<file path="src/rtl/uart_rx_fifo_if.sv">
// Host/receiver-facing signal bundle for uart_rx_fifo.
// The slave modport is the FIFO side and the master modport is the receiver/host side.
interface uart_rx_fifo_if #(
    parameter int AW = 4
);
    logic [7:0]  rx_data;
    logic        rx_done;
    logic        rx_busy;
    logic        fifo_en;
    logic        rx_en;
    logic [7:0]  dout;
    logic        dout_valid;
    logic        dout_ready;
    logic [AW:0] count;
    logic        full;
    logic        empty;
    logic        overflow;
    logic        ovf_clr;
    logic        timeout;

    modport slave (
        input  rx_data, rx_done, rx_busy, fifo_en, dout_ready, ovf_clr,
        output rx_en, dout, dout_valid, count, full, empty, overflow, timeout
    );

    modport master (
        output rx_data, rx_done, rx_busy, fifo_en, dout_ready, ovf_clr,
        input  rx_en, dout, dout_valid, count, full, empty, overflow, timeout
    );
endinterface

</file>
<file path="src/rtl/uart_rx_fifo.sv">
// Receive buffer behind the UART receiver: edge-captures rx_done into a FWFT FIFO.
// Optional idle-timeout flag is built when RX_TIMEOUT_EN is defined.
module uart_rx_fifo #(
    parameter int DEPTH          = 16,
    parameter int AW             = 4,
    parameter int TIMEOUT_CYCLES = 41670
) (
    input  logic           clk,
    input  logic           rst,
    uart_rx_fifo_if.slave  bus
);
    localparam logic [AW:0] CNT_ONE = (AW+1)'(1);
    localparam logic [AW:0] CNT_MAX = (AW+1)'(DEPTH);

    logic [7:0]    mem [DEPTH];
    logic [AW-1:0] wr_ptr;
    logic [AW-1:0] rd_ptr;
    logic [AW:0]   count;
    logic          done_q;
    logic          overflow_q;

    logic push_req;
    logic pop;
    logic full;
    logic empty;
    logic wr_en;
    logic drop;

    assign full     = (count == CNT_MAX);
    assign empty    = (count == '0);
    assign push_req = bus.rx_done & ~done_q;
    assign pop      = ~empty & bus.dout_ready;
    // A full FIFO still accepts a byte when the head leaves in the same cycle.
    assign wr_en    = push_req & (~full | pop);
    assign drop     = push_req & full & ~pop;

    always_ff @(posedge clk) begin
        if (rst) begin
            done_q <= 1'b0;
        end else begin
            done_q <= bus.rx_done;
        end
    end

    always_ff @(posedge clk) begin
        if (wr_en && !rst) begin
            mem[wr_ptr] <= bus.rx_data;
        end
    end

    always_ff @(posedge clk) begin
        if (rst) begin
            wr_ptr <= '0;
            rd_ptr <= '0;
            count  <= '0;
        end else begin
            if (wr_en) begin
                wr_ptr <= wr_ptr + 1'b1;
            end
            if (pop) begin
                rd_ptr <= rd_ptr + 1'b1;
            end
            if (wr_en && !pop) begin
                count <= count + CNT_ONE;
            end else if (pop && !wr_en) begin
                count <= count - CNT_ONE;
            end
        end
    end

    // Set has priority over a simultaneous clear so a drop is never lost.
    always_ff @(posedge clk) begin
        if (rst) begin
            overflow_q <= 1'b0;
        end else if (drop) begin
            overflow_q <= 1'b1;
        end else if (bus.ovf_clr) begin
            overflow_q <= 1'b0;
        end
    end

`ifdef RX_TIMEOUT_EN
    localparam logic [15:0] IDLE_LAST = 16'(TIMEOUT_CYCLES - 1);

    logic [15:0] idle_cnt;
    logic        timeout_q;
    logic        idle_clr;

    assign idle_clr = push_req | pop | empty | bus.rx_busy;

    always_ff @(posedge clk) begin
        if (rst) begin
            idle_cnt  <= '0;
            timeout_q <= 1'b0;
        end else if (idle_clr) begin
            idle_cnt  <= '0;
            timeout_q <= 1'b0;
        end else if (idle_cnt == IDLE_LAST) begin
            timeout_q <= 1'b1;
        end else begin
            idle_cnt <= idle_cnt + 16'd1;
        end
    end

    assign bus.timeout = timeout_q;
`else
    logic [32:0] unused_cfg;
    assign unused_cfg  = {bus.rx_busy, 32'(TIMEOUT_CYCLES)};
    assign bus.timeout = 1'b0;
`endif

    assign bus.rx_en      = bus.fifo_en & ~full;
    assign bus.dout       = mem[rd_ptr];
    assign bus.dout_valid = ~empty;
    assign bus.count      = count;
    assign bus.full       = full;
    assign bus.empty      = empty;
    assign bus.overflow   = overflow_q;
endmodule

</file>
<file path="src/flat_wrapper.sv">
// flat-port wrapper written by rule: the top's interface ports become plain ports
module uart_rx_fifo_flat 
#(
    parameter int DEPTH          = 16,
    parameter int AW             = 4,
    parameter int TIMEOUT_CYCLES = 41670
)
  (clk, rst, bus_rx_data, bus_rx_done, bus_rx_busy, bus_fifo_en, bus_dout_ready, bus_ovf_clr, bus_rx_en, bus_dout, bus_dout_valid, bus_count, bus_full, bus_empty, bus_overflow, bus_timeout);
  uart_rx_fifo_if #(.AW(AW)) bus_i ();
  input  logic clk;
  input  logic rst;
  input wire logic [$bits(bus_i.rx_data)-1:0] bus_rx_data;
  input wire logic [$bits(bus_i.rx_done)-1:0] bus_rx_done;
  input wire logic [$bits(bus_i.rx_busy)-1:0] bus_rx_busy;
  input wire logic [$bits(bus_i.fifo_en)-1:0] bus_fifo_en;
  input wire logic [$bits(bus_i.dout_ready)-1:0] bus_dout_ready;
  input wire logic [$bits(bus_i.ovf_clr)-1:0] bus_ovf_clr;
  output wire logic [$bits(bus_i.rx_en)-1:0] bus_rx_en;
  output wire logic [$bits(bus_i.dout)-1:0] bus_dout;
  output wire logic [$bits(bus_i.dout_valid)-1:0] bus_dout_valid;
  output wire logic [$bits(bus_i.count)-1:0] bus_count;
  output wire logic [$bits(bus_i.full)-1:0] bus_full;
  output wire logic [$bits(bus_i.empty)-1:0] bus_empty;
  output wire logic [$bits(bus_i.overflow)-1:0] bus_overflow;
  output wire logic [$bits(bus_i.timeout)-1:0] bus_timeout;
  assign bus_i.rx_data = bus_rx_data;
  assign bus_i.rx_done = bus_rx_done;
  assign bus_i.rx_busy = bus_rx_busy;
  assign bus_i.fifo_en = bus_fifo_en;
  assign bus_i.dout_ready = bus_dout_ready;
  assign bus_i.ovf_clr = bus_ovf_clr;
  assign bus_rx_en = bus_i.rx_en;
  assign bus_dout = bus_i.dout;
  assign bus_dout_valid = bus_i.dout_valid;
  assign bus_count = bus_i.count;
  assign bus_full = bus_i.full;
  assign bus_empty = bus_i.empty;
  assign bus_overflow = bus_i.overflow;
  assign bus_timeout = bus_i.timeout;
  uart_rx_fifo #(.DEPTH(DEPTH), .AW(AW), .TIMEOUT_CYCLES(TIMEOUT_CYCLES)) u_core (.clk(clk), .rst(rst), .bus(bus_i));
endmodule
</file>
<file path="config.mk">
export PLATFORM = sky130hd
export DESIGN_NAME = uart_rx_fifo_flat
export DESIGN_NICKNAME = d
export VERILOG_FILES = /design/src/rtl/uart_rx_fifo_if.sv /design/src/rtl/uart_rx_fifo.sv /design/src/flat_wrapper.sv
export SDC_FILE = /design/constraint.sdc
export NUM_CORES = 1
export LEC_CHECK = 0
export ABC_AREA = 0
export CAP_MARGIN = 25
export CORE_ASPECT_RATIO = 1.4
export CORE_UTILIZATION = 63
export CTS_CLUSTER_SIZE = 14
export DETAILED_ROUTE_END_ITERATION = 10
export DONT_BUFFER_PORTS = 1
export PLACE_DENSITY = 0.89
export SYNTH_ARGS = -nofsm -noshare
export SYNTH_HDL_FRONTEND = slang
export SYNTH_SLANG_ARGS = --single-unit
</file>
<file path="constraint.sdc">
create_clock -name clk -period 3.1 [get_ports clk]
set_clock_uncertainty 0.1 [all_clocks]
set_input_delay 0.465 -clock clk [delete_from_list [all_inputs] [get_ports clk]]
set_output_delay 0.465 -clock clk [all_outputs]
set_load 0.1 [all_outputs]
</file>
==> flow_metrics.py <==
metrics = {
    "synthesis": {
        "synthXorXnorAreaFrac_pct": 0.901,
        "avgSynthCellArea_um2": 18.5,
        "synth_simple_gate_area_share_pct": 5.62,
        "netlist_top_cells_count": "edfxtp_1 (128), mux4_2 (32), dfxtp_1 (19), nor2_1 (19)",
        "synth_top_family_by_area": "multiplexers",
        "synth_flop_cell": "edfxtp_1",
        "yosys_warnings": 0,
        "async_flop_share_pct": 0,
        "yosysUniqueCellTypes": 37,
        "synth_edf_count": 128,
        "synth-compound-area-share_pct": 3.95,
        "synth_fp_nets": 340,
        "synth_area_um2": 5830,
        "synth_top_area_share_pct": 65.9,
        "synth_fa_ha_area_share_pct": 2.27,
        "synthMuxAreaShare_pct": 13.3,
        "synth_most_common_cell": "edfxtp_1",
        "synth_cells": 315,
        "yosysSeqAreaShare_pct": 72.4,
        "synth_area_leaders": "edfxtp_1 (66%), mux4_2 (12%), dfxtp_1 (6.5%)",
        "ys_seq_elements": 147,
        "yosys.area.top_type": "edfxtp_1",
    },
    "setup_path": {
        "max_stage_delay_ns": 0.52,
        "critPathArrivalTime_ns": 2.29,
        "path_buf_inv": 2,
        "cp_max_fo": 18,
        "cpMaxStageDelayCell": "mux4_2",
        "worstSetupEndpointType": "output pin",
        "crit_family": "multiplexers",
        "crit_chain": "buf_12, mux4_2, a22oi_1, nand2_1, buf_4",
        "startpoint_type": "flop",
        "crit_required_ns": 2.53,
        "worstSetupPathType": "flop to output pin",
    },
    "cts": {
        "cts.reportedPaths.clkPinSlew_ns": 0.06,
        "cts_setup_buffers": 0,
        "clock_path_buffers": 2,
        "cts_max_level": 4,
        "cts.sinks": 147,
        "insertion_delay_ns": 0.42,
        "cts_root_buf": "clkbuf_16",
        "cts-buffers-inserted": 17,
        "cts_tree": "done",
    },
    "die": {
        "die_area_um2": 9650,
        "chipHeight_um": 116,
        "io_pins": 34,
        "core_area_um2": 8980,
        "num_rows": 41,
        "die_x_um": 83.3,
        "floorplan.initialDensity_pct": 64.9,
    },
    "route": {
        "via_per_inst": 6.74,
        "drt_first_pass_iters": 5,
        "wl_mm": 11.9,
        "wl_per_cell_um": 25.5,
        "route.detailed.drc": 0,
        "antenna_left": 0,
        "drt-initial-drc-count": 331,
        "dr_total_vias": 3135,
    },
    "status": {
        "outcome": "finished, final reports clean",
    },
    "sta": {
        "fin_crit_sh_pct": 92.1,
        "slew_violations": 0,
        "tns_ns": 0,
        "setup_viol": 0,
        "final.setup.worst_slack_ns": 0.244,
        "hold_viol": 0,
        "fmax_ghz": 0.350,
        "worst_pin_slew_ns": 0.964,
        "rsz0062_at_grt": "no",
        "finalCriticalPeriod_ns": 2.86,
        "maxSlewHeadroom_pct": 35.6,
    },
    "global_routing": {
        "grt_pass1_wl_mm": 18.1,
        "first_global_vias": 3205,
        "antenna_found_initial": 0,
        "grt_max_degree": 33,
        "gr-total-overflow": 0,
        "grtUsageTotal_pct": 26.7,
    },
    "cells_and_area": {
        "area_growth_pct": 16.5,
        "final_cells": 465,
        "diodes": 0,
        "final_core_util_pct": 75.7,
        "drive_above_1_share_pct": 27.4,
        "final_nets": 370,
    },
    "placed_design": {
        "io_buffers": 0,
        "dp.cells": 430,
        "dpl.hpwl_mm": 6.94,
        "pre_cts_ws_ns": 0.304,
        "gp_congestion": 0.783,
    },
    "flow_run": {
        "drv_cap": 0,
    },
    "min_path": {
        "min_path_type": "input pin to flop",
    },
    "pwr": {
        "max-vdd-ir-drop_mv": 1.03,
        "p_per_area_nw_per_um2": 929,
        "leakage_nw": 2.34,
    },
}
[area by class of cell]
class,instances,area (um2)
sequential,147,4230
tap,107,134
clock buffer,22,464
timing repair buffer,25,220
clock inverter,10,179
multi-input combinational,147,1530
fill,452,2180
inverter,7,30.0
[sequential cells by signal, summed over array words and instances (netlist names), named ones only]
signal,cells
u_core.bus.overflow,1
u_core.bus.count,5
u_core.wr_ptr,4
u_core.mem,128
u_core.rd_ptr,4
u_core.done_q,1
[timing repair]
action	CTS	global route
hold buffers	1	2
endpoints found under the hold margin	2	2
gates resized for setup	0	1
endpoints found under the setup margin	0	2
[final timing paths]
path / cells past startpoint / slack [ns] / to / startpoint
hold / removal: 1 / 0.002 / u_core.done_q / rst
hold reg to reg: 2 / 0.49 / flop / u_core.rd_ptr[1]
setup / recovery: 5 / 0.24 / bus_dout[5] / flop
setup reg to reg: 9 / 0.25 / u_core.bus.count[3] / u_core.bus.count[0]
[cell usage in the layout (no fill, tap or decap), drive strengths merged, types with 2 or more instances in the layout]
master       instances
edfxtp             128
dfxtp               19
bufinv               5
or4                  2
buf                 22
clkbuf              22
mux2                 2
nor2b                5
nand2               10
nand3                3
mux4                32
dlygate4sd3          3
mux2i                3
a31oi                2
a21oi                4
xor2                 3
nand2b               2
a22oi               16
ha                   9
inv                  6
nor2                19
nor4                 2
xnor2                3
clkinv               5
and3                16
a211oi               4
[report_power, final]
part / internal (mW) / switching [mW] / total (mW)
sequential: 2.22 / 0.0875 / 2.31
clock: 1.47 / 0.765 / 2.23
combinational: 0.612 / 1.16 / 1.77
[stage by stage]
stage | area (um2) | total power [mW] | hold WS [ns]
3_3_place_gp | 6120 | 4.07 | 0.409
3_5_place_dp | 6120 | 4.11 | 0.428
2_1_floorplan | 5850 | 3.75 | 0.390
5_1_grt | 6790 | 6.50 | 0.00223
4_1_cts | 6770 | 6.31 | 0.00115
6_report | 6790 | 6.31 | 0.00169
[cell families (layout without fill, tap and decap cells)]
family,count (synthesis),after routing
compound gates,31,31
xor+xnor,6,6
fa+ha+maj,10,10
buf+inv,21,64
flops,147,147
mux,37,37
other cells,1,1
simple gates,62,62
[routing by layer]
metal  vias to the layer above  share of wire, %  GRT usage [%]
li1                       1322                 -              -
met1                      1577                37           33.1
met2                       191                51           43.2
met3                        45               7.6           6.55
met4                         0               4.7           16.6
met5                         -                 0              0
No activity file was read; power rests on OpenSTA's default activity.
